--- src/rtl/regfile_wb_arbiter.sv ---
// Two-source writeback arbiter for a single register-file write port, with per-source holding
// entries, WAW age ordering and a pending-write scoreboard. Optional bypass outputs: REGFILE_WB_FWD_EN.
module regfile_wb_arbiter #(
  parameter int DATA_W     = 32,
  parameter int ADDR_W     = 5,
  parameter int FIXED_PRIO = 0
) (
  input  logic              clk,
  input  logic              rst_n,
  input  logic              req0_valid,
  output logic              req0_ready,
  input  logic [ADDR_W-1:0] req0_rd,
  input  logic [DATA_W-1:0] req0_data,
  input  logic              req1_valid,
  output logic              req1_ready,
  input  logic [ADDR_W-1:0] req1_rd,
  input  logic [DATA_W-1:0] req1_data,
  output logic              WB,
  output logic [ADDR_W-1:0] rd_address,
  output logic [DATA_W-1:0] write_data,
  input  logic [ADDR_W-1:0] rs1_address,
  input  logic [ADDR_W-1:0] rs2_address,
  output logic              rs1_busy,
  output logic              rs2_busy
`ifdef REGFILE_WB_FWD_EN
  ,
  output logic              rs1_fwd_valid,
  output logic [DATA_W-1:0] rs1_fwd_data,
  output logic              rs2_fwd_valid,
  output logic [DATA_W-1:0] rs2_fwd_data
`endif
);

  logic              hv0_r, hv1_r;
  logic              old0_r, old1_r;
  logic [ADDR_W-1:0] hrd0_r, hrd1_r;
  logic [DATA_W-1:0] hdata0_r, hdata1_r;
  logic              last_grant_r;

  logic              sel1_s, gnt0_s, gnt1_s;
  logic              load0_s, load1_s;
  logic [ADDR_W-1:0] rd_s;
  logic [DATA_W-1:0] wdata_s;

  // Arbitration: age decides same-rd conflicts, otherwise fixed or round-robin priority.
  always_comb begin
    sel1_s = 1'b0;
    if (hv0_r && hv1_r) begin
      if (hrd0_r == hrd1_r) begin
        sel1_s = old1_r;
      end else if (FIXED_PRIO != 0) begin
        sel1_s = 1'b0;
      end else begin
        sel1_s = ~last_grant_r;
      end
    end else begin
      sel1_s = hv1_r & ~hv0_r;
    end
  end

  assign gnt0_s     = hv0_r & ~sel1_s;
  assign gnt1_s     = hv1_r & sel1_s;
  assign req0_ready = ~hv0_r | gnt0_s;
  assign req1_ready = ~hv1_r | gnt1_s;
  // Writes to x0 are acknowledged but never occupy a holding entry.
  assign load0_s    = req0_valid & req0_ready & (req0_rd != '0);
  assign load1_s    = req1_valid & req1_ready & (req1_rd != '0);

  // Write-port mux from the granted entry, zero when idle.
  always_comb begin
    rd_s    = '0;
    wdata_s = '0;
    if (gnt1_s) begin
      rd_s    = hrd1_r;
      wdata_s = hdata1_r;
    end else if (gnt0_s) begin
      rd_s    = hrd0_r;
      wdata_s = hdata0_r;
    end else begin
      rd_s    = '0;
      wdata_s = '0;
    end
  end

  assign WB         = hv0_r | hv1_r;
  assign rd_address = rd_s;
  assign write_data = wdata_s;
  assign rs1_busy   = (rs1_address != '0) &
                      ((hv0_r & (hrd0_r == rs1_address)) | (hv1_r & (hrd1_r == rs1_address)));
  assign rs2_busy   = (rs2_address != '0) &
                      ((hv0_r & (hrd0_r == rs2_address)) | (hv1_r & (hrd1_r == rs2_address)));

  // Source 0 holding entry; a surviving entry becomes old when the other source loads its rd.
  always_ff @(posedge clk or negedge rst_n) begin
    if (!rst_n) begin
      hv0_r    <= 1'b0;
      old0_r   <= 1'b0;
      hrd0_r   <= '0;
      hdata0_r <= '0;
    end else if (load0_s) begin
      hv0_r    <= 1'b1;
      old0_r   <= 1'b0;
      hrd0_r   <= req0_rd;
      hdata0_r <= req0_data;
    end else if (gnt0_s) begin
      hv0_r    <= 1'b0;
      old0_r   <= 1'b0;
    end else if (hv0_r && load1_s && (req1_rd == hrd0_r)) begin
      old0_r   <= 1'b1;
    end
  end

  // Source 1 holding entry, mirror of source 0.
  always_ff @(posedge clk or negedge rst_n) begin
    if (!rst_n) begin
      hv1_r    <= 1'b0;
      old1_r   <= 1'b0;
      hrd1_r   <= '0;
      hdata1_r <= '0;
    end else if (load1_s) begin
      hv1_r    <= 1'b1;
      old1_r   <= 1'b0;
      hrd1_r   <= req1_rd;
      hdata1_r <= req1_data;
    end else if (gnt1_s) begin
      hv1_r    <= 1'b0;
      old1_r   <= 1'b0;
    end else if (hv1_r && load0_s && (req0_rd == hrd1_r)) begin
      old1_r   <= 1'b1;
    end
  end

  // Round-robin memory: remembers the winner of the last two-way contention.
  always_ff @(posedge clk or negedge rst_n) begin
    if (!rst_n) begin
      last_grant_r <= 1'b1;
    end else if (hv0_r && hv1_r) begin
      last_grant_r <= sel1_s;
    end
  end

`ifdef REGFILE_WB_FWD_EN
  // Bypass of the value being written this cycle.
  always_comb begin
    rs1_fwd_valid = WB & (rd_s == rs1_address) & (rs1_address != '0);
    rs2_fwd_valid = WB & (rd_s == rs2_address) & (rs2_address != '0);
    if (rs1_fwd_valid) begin
      rs1_fwd_data = wdata_s;
    end else begin
      rs1_fwd_data = '0;
    end
    if (rs2_fwd_valid) begin
      rs2_fwd_data = wdata_s;
    end else begin
      rs2_fwd_data = '0;
    end
  end
`endif

endmodule
--- config.mk ---
export PLATFORM = sky130hd
export DESIGN_NAME = regfile_wb_arbiter
export DESIGN_NICKNAME = d
export VERILOG_FILES = /design/src/rtl/regfile_wb_arbiter.sv
export SDC_FILE = /design/constraint.sdc
export NUM_CORES = 1
export LEC_CHECK = 0
export CAP_MARGIN = 20
export CORE_AREA = 2 2 101 103
export CTS_CLUSTER_SIZE = 28
export DETAILED_ROUTE_END_ITERATION = 10
export DIE_AREA = 0 0 103 105
export PLACE_DENSITY = 0.8
export SLEW_MARGIN = 5
export SYNTH_ARGS = -nofsm -noshare
export SYNTH_HDL_FRONTEND = slang
export SYNTH_SLANG_ARGS = --single-unit
--- constraint.sdc ---
create_clock -name clk -period 2.08 [get_ports clk]
set_input_delay 0.312 -clock clk [delete_from_list [all_inputs] [get_ports clk]]
set_output_delay 0.312 -clock clk [all_outputs]
set_load 0.02 [all_outputs]
Word-level counts from Yosys, hierarchy flattened
Index checks and enable logic that the tools add are counted.
Widths: inputs -> output; s select.

storage, ports and cells
  logic and storage cells = 59
  flip-flop bits (word level) = 78
  output and inout bits = 42
  bits of input ports = 88

cells by class
  mux-type cells = 13
  reduce and logical (&&, ||, !) cells = 10
  bitwise logic cells = 22
  equal/unequal tests = 6

operator list
  cell               number
  $mux 32            2
  $eq 5x5->1         6
  $reduce_bool 5->1  4
  $and 1x1->1        13
  $mux 5             2
  $mux 1             9
  $or 1x1->1         5
  $not 1->1          4
  $reduce_bool 2->1  2
  $logic_and 1x1->1  3
  $reduce_bool 3->1  1

Longest topological paths before layout
  depth after elaboration = 13
  depth in mapped cells = 9
  gate-level depth less buffers = 6

Least setup slack after synthesis
OpenSTA, ideal clock, no wires.

  path type = reg2out
  start point = register hrd1_r[1]
  end point = output port rd_address[3]
  data arrival time = 1.951 ns
  setup slack = -0.183 ns
  path buffers = 3
  cell stages (with the launch flop) = 9
  cell sequence = dfrtp_1 buf_2 xnor2_1 nand3_1 o311ai_0 buf_2 buf_2 nand3_1 o21ai_0

on the way
  cells in the longest elaborated chain, start to end = 7
  elaborated cells on any way between the ends = 8
  classes of those cells = 1 x eq/ne; 4 x mux; 3 x bitwise

RTL lines
  item                      RTL line  RTL
  start: declaration        36        logic [ADDR_W-1:0] hrd0_r, hrd1_r;
  start signal: assignment  123       hrd1_r <= req1_rd;
  $eq 5x5->1 *              49        if (hrd0_r == hrd1_r) begin
  $mux 1 *                  49
  $mux 1 *                  48        if (hv0_r && hv1_r) begin
  $not 1->1                 61        assign gnt0_s = hv0_r & ~sel1_s;
  $and 1x1->1               61
  $mux 5                    76        end else if (gnt0_s) begin
  $mux 5 *                  73        if (gnt1_s) begin
  end: declaration          19        output logic [ADDR_W-1:0] rd_address,

Every way passes the cells marked *; elsewhere a longest branch is shown, timed or not.

Worst setup path after layout
  start point = register hrd0_r[2]
  end point = output port write_data[22]

on the way
  cells in the longest elaborated chain, start to end = 7
  elaborated cells on any way between the ends = 8
  classes of those cells = 1 x eq/ne; 4 x mux; 3 x bitwise

RTL lines
  item                      RTL line  RTL
  start: declaration        36
  start signal: assignment  103       hrd0_r <= req0_rd;
  $eq 5x5->1 *              49
  $mux 1 *                  49
  $mux 1 *                  48
  $not 1->1                 61
  $and 1x1->1               61
  $mux 32                   76
  $mux 32 *                 73
  end: declaration          20        output logic [DATA_W-1:0] write_data,

Marks and branches as above.

==> summary.txt <==
Status
  • Outcome: finished with violations
  • Failing checks: setup timing

GRT
  • Initial antenna violation count: 0
  • GR Util All Layers: 22.4%
  • Vias in the first global route: 3615
  • First-pass GRT wire length: 18600 um
  • Largest net degree at the start of global routing: 49
  • GR Overflow Total: 0

Critical path
  • Crit Path Max Fanout: 10
  • Setup crit start kind: flip-flop
  • Reg2reg path depth: 10
  • CP Buf/Inv Count: 3
  • R2R Setup Slk: -0.41 ns
  • Slowest stage delay, CP: 0.43 ns
  • CP required: 1.77 ns
  • Delay-heaviest family, CP: compound AO/OA/AOI/OAI gates
  • Arrival time at the worst endpoint: approximately 2.3 ns
  • Critical-path cell list: xnor2_2, nand2_4, o211ai_1, o311ai_4, buf_12, clkbuf_16, o21ai_4, buf_6
  • Setup crit end kind: output pin
  • Slowest-stage cell, CP: dfrtp_1
  • Worst R2R End: hdata0_r[4]$_DFFE_PN0P_
  • Crit Path Category: flip-flop to output pin
  • Reg2reg start: hrd0_r[2]$_DFFE_PN0P_

Clock tree
  • CTS clock-pin slew for the worst setup and hold paths: around 0.080 ns
  • Total CTS buffers: 9
  • CTS max path bufs: 2
  • Sink count of the clock tree: 78
  • CTS root buf: clkbuf_8
  • H-tree levels: 3
  • Worst-skew pair later-pin latency: roughly 0.36 ns
  • CTS tree: yes

Logic synthesis
  • Synth Flop Type: dfrtp_1
  • Synth top area share: 47.8%
  • Synth cell types: 31
  • Commonest cells in the netlist: dfrtp_1, nand3_1, o21ai_0
  • Yosys reg bits: 78
  • Synth Area per Inst: 11.2 um^2
  • Sequential fraction of the synthesis area: 48.4%
  • Post-synth EDFFs: 0
  • YS warnings: 0
  • Netlist Area Pre-Place: 4030 um^2
  • Asr flop ratio synth: 100%
  • Most frequent cell after synthesis: dfrtp_1
  • Ranking of synthesized cells by area: dfrtp_1, mux2_2, mux2_1
  • Synthesized net count: 449
  • Largest area contributor in the netlist: dfrtp_1
  • Synth Instances: roughly 360

Floorplan
  • Initial core utilization: 41.8%
  • Row count: 36
  • Die area: approximately 11000 um^2
  • Ports: 130
  • Die Ht: 105 um
  • Die X: 103 um
  • Core Area: between 9000 and 10000 um^2

Layout
  • Final #Nets: 632
  • Area Overhead vs Synth: 74.2%
  • Share of cells above drive strength 1: between 40% and 50%
  • ANT cells: 0
  • Fin util: between 70% and 80%
  • Post-Layout Inst Area: roughly 7000 um^2

Timing
  • Setup TNS: -40.42 ns
  • Max-slew violation count: 0
  • Hold Vio Cnt, Final: 0
  • Layout Skew: 0.0209 ns
  • Fmax: 0.386 GHz
  • Slew @ Worst Pin: 0.451 ns
  • Final Critical Period: 2.59 ns
  • Final setup vio count: approximately 120
  • Worst slew margin: 69.9%
  • RSZ-0062 raised after global routing: true
  • Final worst-path cycle share: 125%
  • Worst Setup Slack, final: -0.512 ns

Drt
  • # DRC: 0
  • Antenna Nets Post-Route: 0
  • Routed WL: 13400 um
  • Starting DRT DRC Count: between 150 and 200
  • Avg Vias per Cell: between 5 and 6
  • Routed length per instance: 19.6 um
  • Pre-antenna DRT Iters: 4
  • Via count: around 3600

Power
  • Pwr Total: 8.87 mW
  • VDD IR max: 718 uV
  • Leak: ~3.2 nW
  • Power Dens Cells: 1260 nW/um^2

Place
  • IO Port Bufs: 129
  • Gp weighted congestion: 0.887
  • Cell Area, Placed: approximately 5800 um^2
  • DP HPWL: 7680 um

Job
  • Max-cap violations: 0

Hold path
  • HP Class: input port to asynchronous set/reset pin
[through the flow]
step / hold WS [ns] / setup slack, ns / std cells
2_1_floorplan: 0.0164 / -0.0704 / 361
3_3_place_gp: 0.278 / -0.499 / 636
3_5_place_dp: 0.286 / -0.565 / 636
4_1_cts: 0.443 / -0.461 / 670
5_1_grt: 0.486 / -0.563 / 682
6_report: 0.441 / -0.512 / 682
[layer usage]
layer  GRT usage, %  wire (um)  vias up
met4           7.52        381        0
met3           5.02        774       29
met1           29.1       5540     1785
li1               -          -     1611
met5              0          0        -
met2           36.6       6650      150
[power breakdown]
group	total (mW)	leakage, nW	switching, mW	internal [mW]
registers	2.28	0.910	0.312	1.97
clock network	1.41	0.124	0.572	0.833
logic	5.18	2.16	2.46	2.73
total	8.87	3.20	3.34	5.53
[repair_timing]
item                                    CTS  global route
pin swaps                                10            17
gates resized for setup                 227           116
gates cloned                              7             7
endpoints found under the setup margin  114           115
hold buffers                              1             0
hold endpoints to repair                 29             0
setup buffers                            10             8
[registers in the layout, indices dropped and copies added, names as in the netlist]
| signal | cells |
|---|---|
| hrd0_r | 5 |
| hv0_r | 1 |
| last_grant_r | 1 |
| hv1_r | 1 |
| hrd1_r | 5 |
| old1_r | 1 |
| hdata1_r | 32 |
| hdata0_r | 32 |
[how the worst max path moves through the flow]
stage	startpoint	end	slack (ns)	cells past startpoint
2_1_floorplan	hrd1_r[1]$_DFFE_PN0P_	write_data[10]	-0.07	8
4_1_cts	hrd1_r[1]$_DFFE_PN0P_	rd_address[1]	-0.46	9
6_report	hrd0_r[2]$_DFFE_PN0P_	write_data[22]	-0.51	8
5_1_grt	hrd0_r[2]$_DFFE_PN0P_	write_data[12]	-0.56	8
3_3_place_gp	hrd0_r[2]$_DFFE_PN0P_	write_data[13]	-0.50	7
3_5_place_dp	hrd1_r[1]$_DFFE_PN0P_	rd_address[1]	-0.56	7
[kinds of logic (layout without fill, tap and decap cells)]
group	count (synthesis)	after routing	share of synthesized area (%)
AND/OR/NAND/NOR	67	67	8.54
flip-flops	78	78	48.4
XOR/XNOR	30	30	6.52
AO/OA/AOI/OAI	50	50	7.36
multiplexers	72	72	21.8
buffers and inverters	64	252	7.36
[area by class of cell]
| type | instances | area [um^2] |
|---|---|---|
| Fill cell | 639 | 2620 |
| Multi-Input combinational cell | 219 | 2280 |
| Timing Repair Buffer | 199 | 2240 |
| Sequential cell | 78 | 1950 |
| Tap cell | 133 | 166 |
| Clock buffer | 11 | 141 |
| Inverter | 37 | 139 |
| Clock inverter | 5 | 104 |
[cell usage in the layout (no fill, tap or decap), drive strengths merged, types with 5 or more instances in the layout]
master / netlist / final
xor2: 20 / 20
nor4: 5 / 5
o21ai: 40 / 40
xnor2: 10 / 10
clkdlybuf4s50: 0 / 86
dfrtp: 77 / 77
nand3: 44 / 44
clkbuf: 9 / 17
buf: 18 / 103
inv: 37 / 38
nand2: 7 / 7
mux2: 72 / 72
Note: power is estimated with default switching activity, not from simulation.
